`src/rtl/nn_disp_pkg.sv`:
```
// rtl/nn_disp_pkg.sv - shared FSM encoding, display modes and 7-segment codes
package nn_disp_pkg;

  typedef enum logic [1:0] {
    ST_IDLE  = 2'd0,
    ST_START = 2'd1,
    ST_WAIT  = 2'd2
  } state_t;

  localparam logic [1:0] MODE_LATEST  = 2'd0;
  localparam logic [1:0] MODE_HISTORY = 2'd1;
  localparam logic [1:0] MODE_COUNT   = 2'd2;
  localparam logic [1:0] MODE_OFF     = 2'd3;

  localparam logic [6:0] SEG_BLANK = 7'h7F;
  localparam logic [6:0] SEG_DASH  = 7'h3F;

  // Active-low gfedcba patterns, hex digits A-F included
  function automatic logic [6:0] seg7_hex(input logic [3:0] nibble);
    case (nibble)
      4'h0:    seg7_hex = 7'h40;
      4'h1:    seg7_hex = 7'h79;
      4'h2:    seg7_hex = 7'h24;
      4'h3:    seg7_hex = 7'h30;
      4'h4:    seg7_hex = 7'h19;
      4'h5:    seg7_hex = 7'h12;
      4'h6:    seg7_hex = 7'h02;
      4'h7:    seg7_hex = 7'h78;
      4'h8:    seg7_hex = 7'h00;
      4'h9:    seg7_hex = 7'h10;
      4'hA:    seg7_hex = 7'h08;
      4'hB:    seg7_hex = 7'h03;
      4'hC:    seg7_hex = 7'h46;
      4'hD:    seg7_hex = 7'h21;
      4'hE:    seg7_hex = 7'h06;
      default: seg7_hex = 7'h0E;
    endcase
  endfunction

endpackage

```
`src/rtl/nn_key_debounce.sv`:
```
// rtl/nn_key_debounce.sv - key synchroniser, stable counter and one-cycle press pulse
module nn_key_debounce #(
  parameter int DEBOUNCE_CYCLES = 16
) (
  input  logic clk,
  input  logic resetn,
  input  logic key_n,
  output logic press
);

  localparam int DB_W = $clog2(DEBOUNCE_CYCLES + 1);

  logic            sync1;
  logic            sync2;
  logic            level;
  logic [DB_W-1:0] cnt;

  // level flips on the DEBOUNCE_CYCLES-th consecutive sample that differs from it
  always_ff @(posedge clk or negedge resetn) begin
    if (!resetn) begin
      sync1 <= 1'b1;
      sync2 <= 1'b1;
      level <= 1'b1;
      cnt   <= '0;
      press <= 1'b0;
    end else begin
      sync1 <= key_n;
      sync2 <= sync1;
      press <= 1'b0;
      if (sync2 == level) begin
        cnt <= '0;
      end else if (cnt == DB_W'(DEBOUNCE_CYCLES - 1)) begin
        cnt   <= '0;
        level <= sync2;
        press <= ~sync2;
      end else begin
        cnt <= cnt + 1'b1;
      end
    end
  end

endmodule

```
`src/rtl/nn_run_display_ctrl.sv`:
```
// rtl/nn_run_display_ctrl.sv - start/done handshake with timeout, result history and 7-seg display
module nn_run_display_ctrl
  import nn_disp_pkg::*;
#(
  parameter int NUM_CLASSES     = 10,
  parameter int CLASS_W         = 4,
  parameter int NUM_DIGITS      = 4,
  parameter int DEBOUNCE_CYCLES = 16,
  parameter int TIMEOUT_CYCLES  = 4096
) (
  input  logic                    clk,
  input  logic                    resetn,
  input  logic                    key_start_n,
  input  logic [1:0]              mode,
  input  logic                    nn_done,
  input  logic [CLASS_W-1:0]      nn_class,
  output logic                    nn_start,
  output logic                    busy,
  output logic                    timeout_err,
  output logic [15:0]             run_count,
  output logic [7*NUM_DIGITS-1:0] hex_out
);

  localparam int TMO_W = $clog2(TIMEOUT_CYCLES);

  state_t                 state;
  state_t                 state_next;
  logic                   press;
  logic [TMO_W-1:0]       tmo_cnt;
  logic                   tmo_hit;
  logic                   done_acc;
  logic                   tmo_acc;
  logic                   class_inv;
  logic                   hist_valid [NUM_DIGITS];
  logic                   hist_inv   [NUM_DIGITS];
  logic [CLASS_W-1:0]     hist_class [NUM_DIGITS];
  logic [6:0]             entry_seg  [NUM_DIGITS];
  logic [7*NUM_DIGITS-1:0] hex_next;

  nn_key_debounce #(
    .DEBOUNCE_CYCLES(DEBOUNCE_CYCLES)
  ) u_debounce (
    .clk   (clk),
    .resetn(resetn),
    .key_n (key_start_n),
    .press (press)
  );

  assign tmo_hit   = (tmo_cnt == TMO_W'(TIMEOUT_CYCLES - 1));
  assign done_acc  = (state == ST_WAIT) && nn_done;
  assign tmo_acc   = (state == ST_WAIT) && !nn_done && tmo_hit;
  assign class_inv = {1'b0, nn_class} >= (CLASS_W + 1)'(NUM_CLASSES);

  always_ff @(posedge clk or negedge resetn) begin
    if (!resetn) state <= ST_IDLE;
    else         state <= state_next;
  end

  // done is tested before the timeout limit so a late result still counts
  always_comb begin
    state_next = state;
    case (state)
      ST_IDLE:  if (press) state_next = ST_START;
      ST_START: state_next = ST_WAIT;
      ST_WAIT:  if (done_acc || tmo_acc) state_next = ST_IDLE;
      default:  state_next = ST_IDLE;
    endcase
  end

  always_comb begin
    nn_start = (state == ST_START);
    busy     = (state == ST_START) || (state == ST_WAIT);
  end

  always_ff @(posedge clk or negedge resetn) begin
    if (!resetn) begin
      tmo_cnt     <= '0;
      timeout_err <= 1'b0;
      run_count   <= '0;
      hex_out     <= '1;
      for (int i = 0; i < NUM_DIGITS; i++) begin
        hist_valid[i] <= 1'b0;
        hist_inv[i]   <= 1'b0;
        hist_class[i] <= '0;
      end
    end else begin
      hex_out <= hex_next;
      if (state == ST_START)     tmo_cnt <= '0;
      else if (state == ST_WAIT) tmo_cnt <= tmo_cnt + 1'b1;
      if ((state == ST_IDLE) && press) timeout_err <= 1'b0;
      else if (tmo_acc)                timeout_err <= 1'b1;
      if (done_acc) begin
        run_count <= run_count + 16'd1;
        for (int i = NUM_DIGITS - 1; i > 0; i--) begin
          hist_valid[i] <= hist_valid[i-1];
          hist_inv[i]   <= hist_inv[i-1];
          hist_class[i] <= hist_class[i-1];
        end
        hist_valid[0] <= 1'b1;
        hist_inv[0]   <= class_inv;
        hist_class[0] <= nn_class;
      end
    end
  end

  always_comb begin
    for (int i = 0; i < NUM_DIGITS; i++) begin
      if (!hist_valid[i])  entry_seg[i] = SEG_BLANK;
      else if (hist_inv[i]) entry_seg[i] = SEG_DASH;
      else                 entry_seg[i] = seg7_hex(4'(hist_class[i]));
    end
  end

  always_comb begin
    hex_next = '1;
    for (int i = 0; i < NUM_DIGITS; i++) begin
      case (mode)
        MODE_LATEST:  if (i == 0) hex_next[7*i +: 7] = entry_seg[0];
        MODE_HISTORY: hex_next[7*i +: 7] = entry_seg[i];
        MODE_COUNT:   if (i < 4) hex_next[7*i +: 7] = seg7_hex(4'(run_count >> (4*i)));
        default:      hex_next[7*i +: 7] = SEG_BLANK;
      endcase
    end
  end

endmodule

```
`config.mk`:
```
export PLATFORM = sky130hd
export DESIGN_NAME = nn_run_display_ctrl
export DESIGN_NICKNAME = d
export VERILOG_FILES = /design/src/rtl/nn_disp_pkg.sv /design/src/rtl/nn_key_debounce.sv /design/src/rtl/nn_run_display_ctrl.sv
export SDC_FILE = /design/constraint.sdc
export NUM_CORES = 1
export LEC_CHECK = 0
export BUFFER_PORTS_ARGS = -buffer_cell sky130_fd_sc_hd__buf_2
export CORE_MARGIN = 2
export CORE_UTILIZATION = 60
export CTS_CLUSTER_SIZE = 24
export DETAILED_ROUTE_END_ITERATION = 6
export PLACE_DENSITY_LB_ADDON = 0.2
export RECOVER_POWER = 25
export SYNTH_ARGS = -nofsm -noshare
export SYNTH_HDL_FRONTEND = slang
export SYNTH_HIERARCHICAL = 1
export SYNTH_SLANG_ARGS = --single-unit
```
`constraint.sdc`:
```
create_clock -name clk -period 2.3 [get_ports clk]
set_input_delay 0.115 -clock clk [delete_from_list [all_inputs] [get_ports clk]]
set_output_delay 0.115 -clock clk [all_outputs]
set_load 0.05 [all_outputs]
```
==> impl_metrics.ini <==
[finish]
finalNetCount = 745
drive_gt1_frac = 0.239
multi_input_area_sq_um = 3460
diodes = 0
fill_cells = 786
areaGrowthSynthToFinish_pct = 9.80
final_cell_count_no_fill = 803
postLayoutCellArea_sq_um = 6730
regArea_sq_um = 2340

[logic_synthesis]
synth_cell_type_count = 61
yosysSeqAreaShare = 0.382
synth-edff-count = 0
syn_nets = 696
syn_area_per_cell_sq_um = 9.95
synth-main-ff-cell = dfrtp_1
synth_warnings = 6
synth.ff_latch_count = 92
synth_area_sq_um = 6130
async_reset_ff_frac = 1.00
syn_inst = 616

[grt]
grt_usage = 0.247
grt_overflow = 0
grt_pass1_wl_mm = 22.0
antenna_found_initial = 0
grt_max_degree = 73
grt_pass1_vias = 4635

[power_and_ir_drop]
netSwitchingFraction = 0.280
pwr-share-seq = 0.564
switchingPower_mw = 0.859
p_comb_frac = 0.121
p_leak_nw = 3.01
p_clk_frac = 0.315
peakVddDrop_uv = 268
p_int_mw = 2.20
p_per_area_nw_per_um2 = 455

[route]
antenna_left = 0
dr.pass1.iters = 5
drt_iter0_markers = 313
avgRoutedWirePerCell_microns = 16.2
vias_per_cell = 5.80
routed_wl_mm = 13.0
route.detailed.drc = 0
vias = 4659

[floorplan]
dieArea_sq_um = 11000
core_area_sq_um = 9860
dieWidth_microns = 105
die_h_microns = 105
std_cell_rows = 36
start_util = 0.621
ioPinCount = 57

[clock_tree]
cts_tree = built
cts_made_buffers = 9
post_cts_buffers = 0
cts_sinks = 92
cts_max_level = 3
cts.clk_slew.worst_paths_ps = 90
clk_latency_ps = 370
clockBufferDepth = 2
cts_resized = 0
cts-root-buf = clkbuf_8

[sta]
hold_viol = 0
final.min_clock_period_ps = 1960
skew_ps = 9.09
fin_ws_ps = 336
rsz0062_at_grt = no
max_freq_mhz = 509
fin_crit_sh = 0.854
tightest_slew_ps = 1110
maxSlewHeadroom = 0.259
slew_viol_final = 0
tns_ps = 0
finalSetupViolCount = 0

[critical_path]
setup.worst_path.end_class = register
max_stage_delay_ps = 670
criticalPathCategory = reg -> reg
startpoint_type = register
r2r_end = run_count[15]
cp.required_ps = 2540
r2r_slack_ps = 340
r2r_cells = 4
worstPathArrival_ps = 2210
cp_cell_sequence = nand3_1 -> nor4_1 -> nand3_1 -> xnor2_1
crit_path_frequent_cell = nand3_1
crit_path_top_delay_cell = dfrtp_1
rr_startpoint = run_count[2]
cp_max_fo = 16

[placement]
dp_worst_setup_slack_ps = 371
dpl-instance-area_sq_um = 6500
port_buffers = 56
place_hpwl_mm = 9.56
dp.cells = 781
globalplace.congestion = 0.877

[flow_run]
cap_viol_max_count = 0

[hold_path]
holdPathStages = 4
worstHoldStart = nn_done
hold_end = timeout_err
min_path_type = in -> reg

[run_status]
status = finished, final reports clean
-- placed cells by master, fill, tap and decap left out, types with 3 or more instances in the layout --
cell	netlist	routed
a31oi_1	4	4
and2_1	4	4
nor2_1	40	40
a21oi_1	29	29
inv_1	47	47
nand4_1	5	5
mux2_2	33	33
xor2_1	8	8
a21boi_0	3	3
dlygate4sd3_1	0	6
o21a_1	7	7
ha_1	70	70
o221ai_1	13	13
nor3b_1	5	5
dfrtp_1	61	61
o22ai_1	6	6
nor2b_1	10	10
nand2b_1	11	11
clkinv_2	0	3
mux2i_1	16	16
buf_2	15	55
a221oi_1	4	4
nand3_1	14	14
nor3_1	11	11
nand2_1	41	41
a221o_1	3	3
buf_4	1	8
a211oi_1	8	8
clkbuf_8	0	10
o21ai_0	36	36
nand3_2	4	4
dfstp_2	31	31
xnor2_1	13	13
mux4_2	6	6
o211ai_1	7	7
-- power by group through the flow --
| stage | registers [mW] | clock network (mW) | logic (mW) |
|---|---|---|---|
| 2_1_floorplan | 1.94 | 0 | 0.0712 |
| 3_3_place_gp | 1.76 | 0 | 0.362 |
| 5_1_grt | 1.73 | 1.07 | 0.395 |
| 3_5_place_dp | 1.76 | 0 | 0.366 |
| 4_1_cts | 1.73 | 1.01 | 0.374 |
| 6_report | 1.73 | 0.966 | 0.369 |
-- sequential cells by signal (all words and copies together) (netlist names) --
signal,flops
u_debounce/cnt,5
u_debounce/sync2,1
tmo_cnt,12
hist_class,16
u_debounce/sync1,1
hist_inv,4
timeout_err,1
u_debounce/press,1
hex_out,28
run_count,16
u_debounce/level,1
state,2
hist_valid,4
-- per-layer routing --
metal	global-route usage	routed length, microns
met5	0	0
met4	0.108	322
met3	0.0418	436
met2	0.407	6350
met1	0.320	5890
-- how the worst max path moves through the flow --
stage | start | endpoint | slack, ps | depth (start not counted)
floorplan | state[0] | tmo_cnt[11] | 170 | 7
global placement | run_count[2] | run_count[15] | 390 | 4
detailed placement | run_count[2] | run_count[15] | 370 | 4
CTS | run_count[2] | run_count[15] | 350 | 4
global route | run_count[3] | run_count[15] | 110 | 4
finish | run_count[2] | run_count[15] | 340 | 4
-- final cells by class --
type	count	share of cell area
flip-flops and latches	92	0.348
inverters	47	0.0262
clock inverters	5	0.00409
clock buffers	11	0.0210
well taps	133	0.0247
repair buffers	71	0.0623
multi-input cells	444	0.514
-- cells in the mapped netlist (all sizes together) (2+ instances only) --
| cell type | number | area, sq um |
|---|---|---|
| mux2 | 34 | 383 |
| nand2 | 42 | 160 |
| a211oi | 8 | 60.1 |
| o21a | 7 | 52.6 |
| a21oi | 29 | 145 |
| nor3 | 11 | 55.1 |
| a31oi | 4 | 25.0 |
| and3 | 2 | 12.5 |
| mux2i | 16 | 160 |
| a31o | 2 | 17.5 |
| ha | 70 | 876 |
| inv | 47 | 176 |
| buf | 18 | 97.6 |
| nor4 | 4 | 46.3 |
| nand3 | 18 | 110 |
| nor2b | 10 | 62.6 |
| a221o | 3 | 30.0 |
| o41ai | 2 | 17.5 |
| a21boi | 4 | 30.0 |
| dfrtp | 61 | 1530 |
| dfstp | 31 | 815 |
| nor2 | 41 | 156 |
| a221oi | 4 | 35.0 |
| nor3b | 5 | 37.5 |
| o22ai | 6 | 37.5 |
| o211ai | 7 | 52.6 |
| xnor2 | 13 | 114 |
| nand3b | 2 | 15.0 |
| mux4 | 6 | 135 |
| a22oi | 2 | 15.0 |
| o21ai | 37 | 185 |
| xor2 | 8 | 70.1 |
| nand4 | 5 | 31.3 |
| and2 | 4 | 25.0 |
| a211o | 2 | 17.5 |
| nand2b | 11 | 68.8 |
| clkbuf | 15 | 56.3 |
| o221ai | 13 | 114 |
-- cells by family after synthesis --
kind of cell / after synthesis / share of synthesized area
and+or+nand+nor: 162 / 0.137
AOI/OAI and AO/OA: 135 / 0.143
DFF: 92 / 0.382
buffers and inverters: 80 / 0.0539
adders and majority gates: 70 / 0.143
muxes: 56 / 0.111
xor gates and xnor gates: 21 / 0.0300
-- worst max-delay path, delay by kind of cell, from the launching register on --
| family | cells | cell delay [ps] |
|---|---|---|
| xor gates and xnor gates | 1 | 150 |
| DFF | 1 | 670 |
| and+or+nand+nor | 3 | 1020 |
-- through the flow --
stage,total power [mW],util,hold slack (ps)
finish,3.06,0.682,161
floorplan,2.01,-,-181
detailed placement,2.12,0.659,10.4
CTS,3.11,0.683,141
global route,3.20,0.682,198
global placement,2.12,0.659,7.35
-- repair_timing --
action                                 in CTS  in global routing
setup endpoints to repair                   0                  0
hold buffers                                6                  0
endpoints found under the hold margin      55                  0
(Power assumes the default switching activity.)
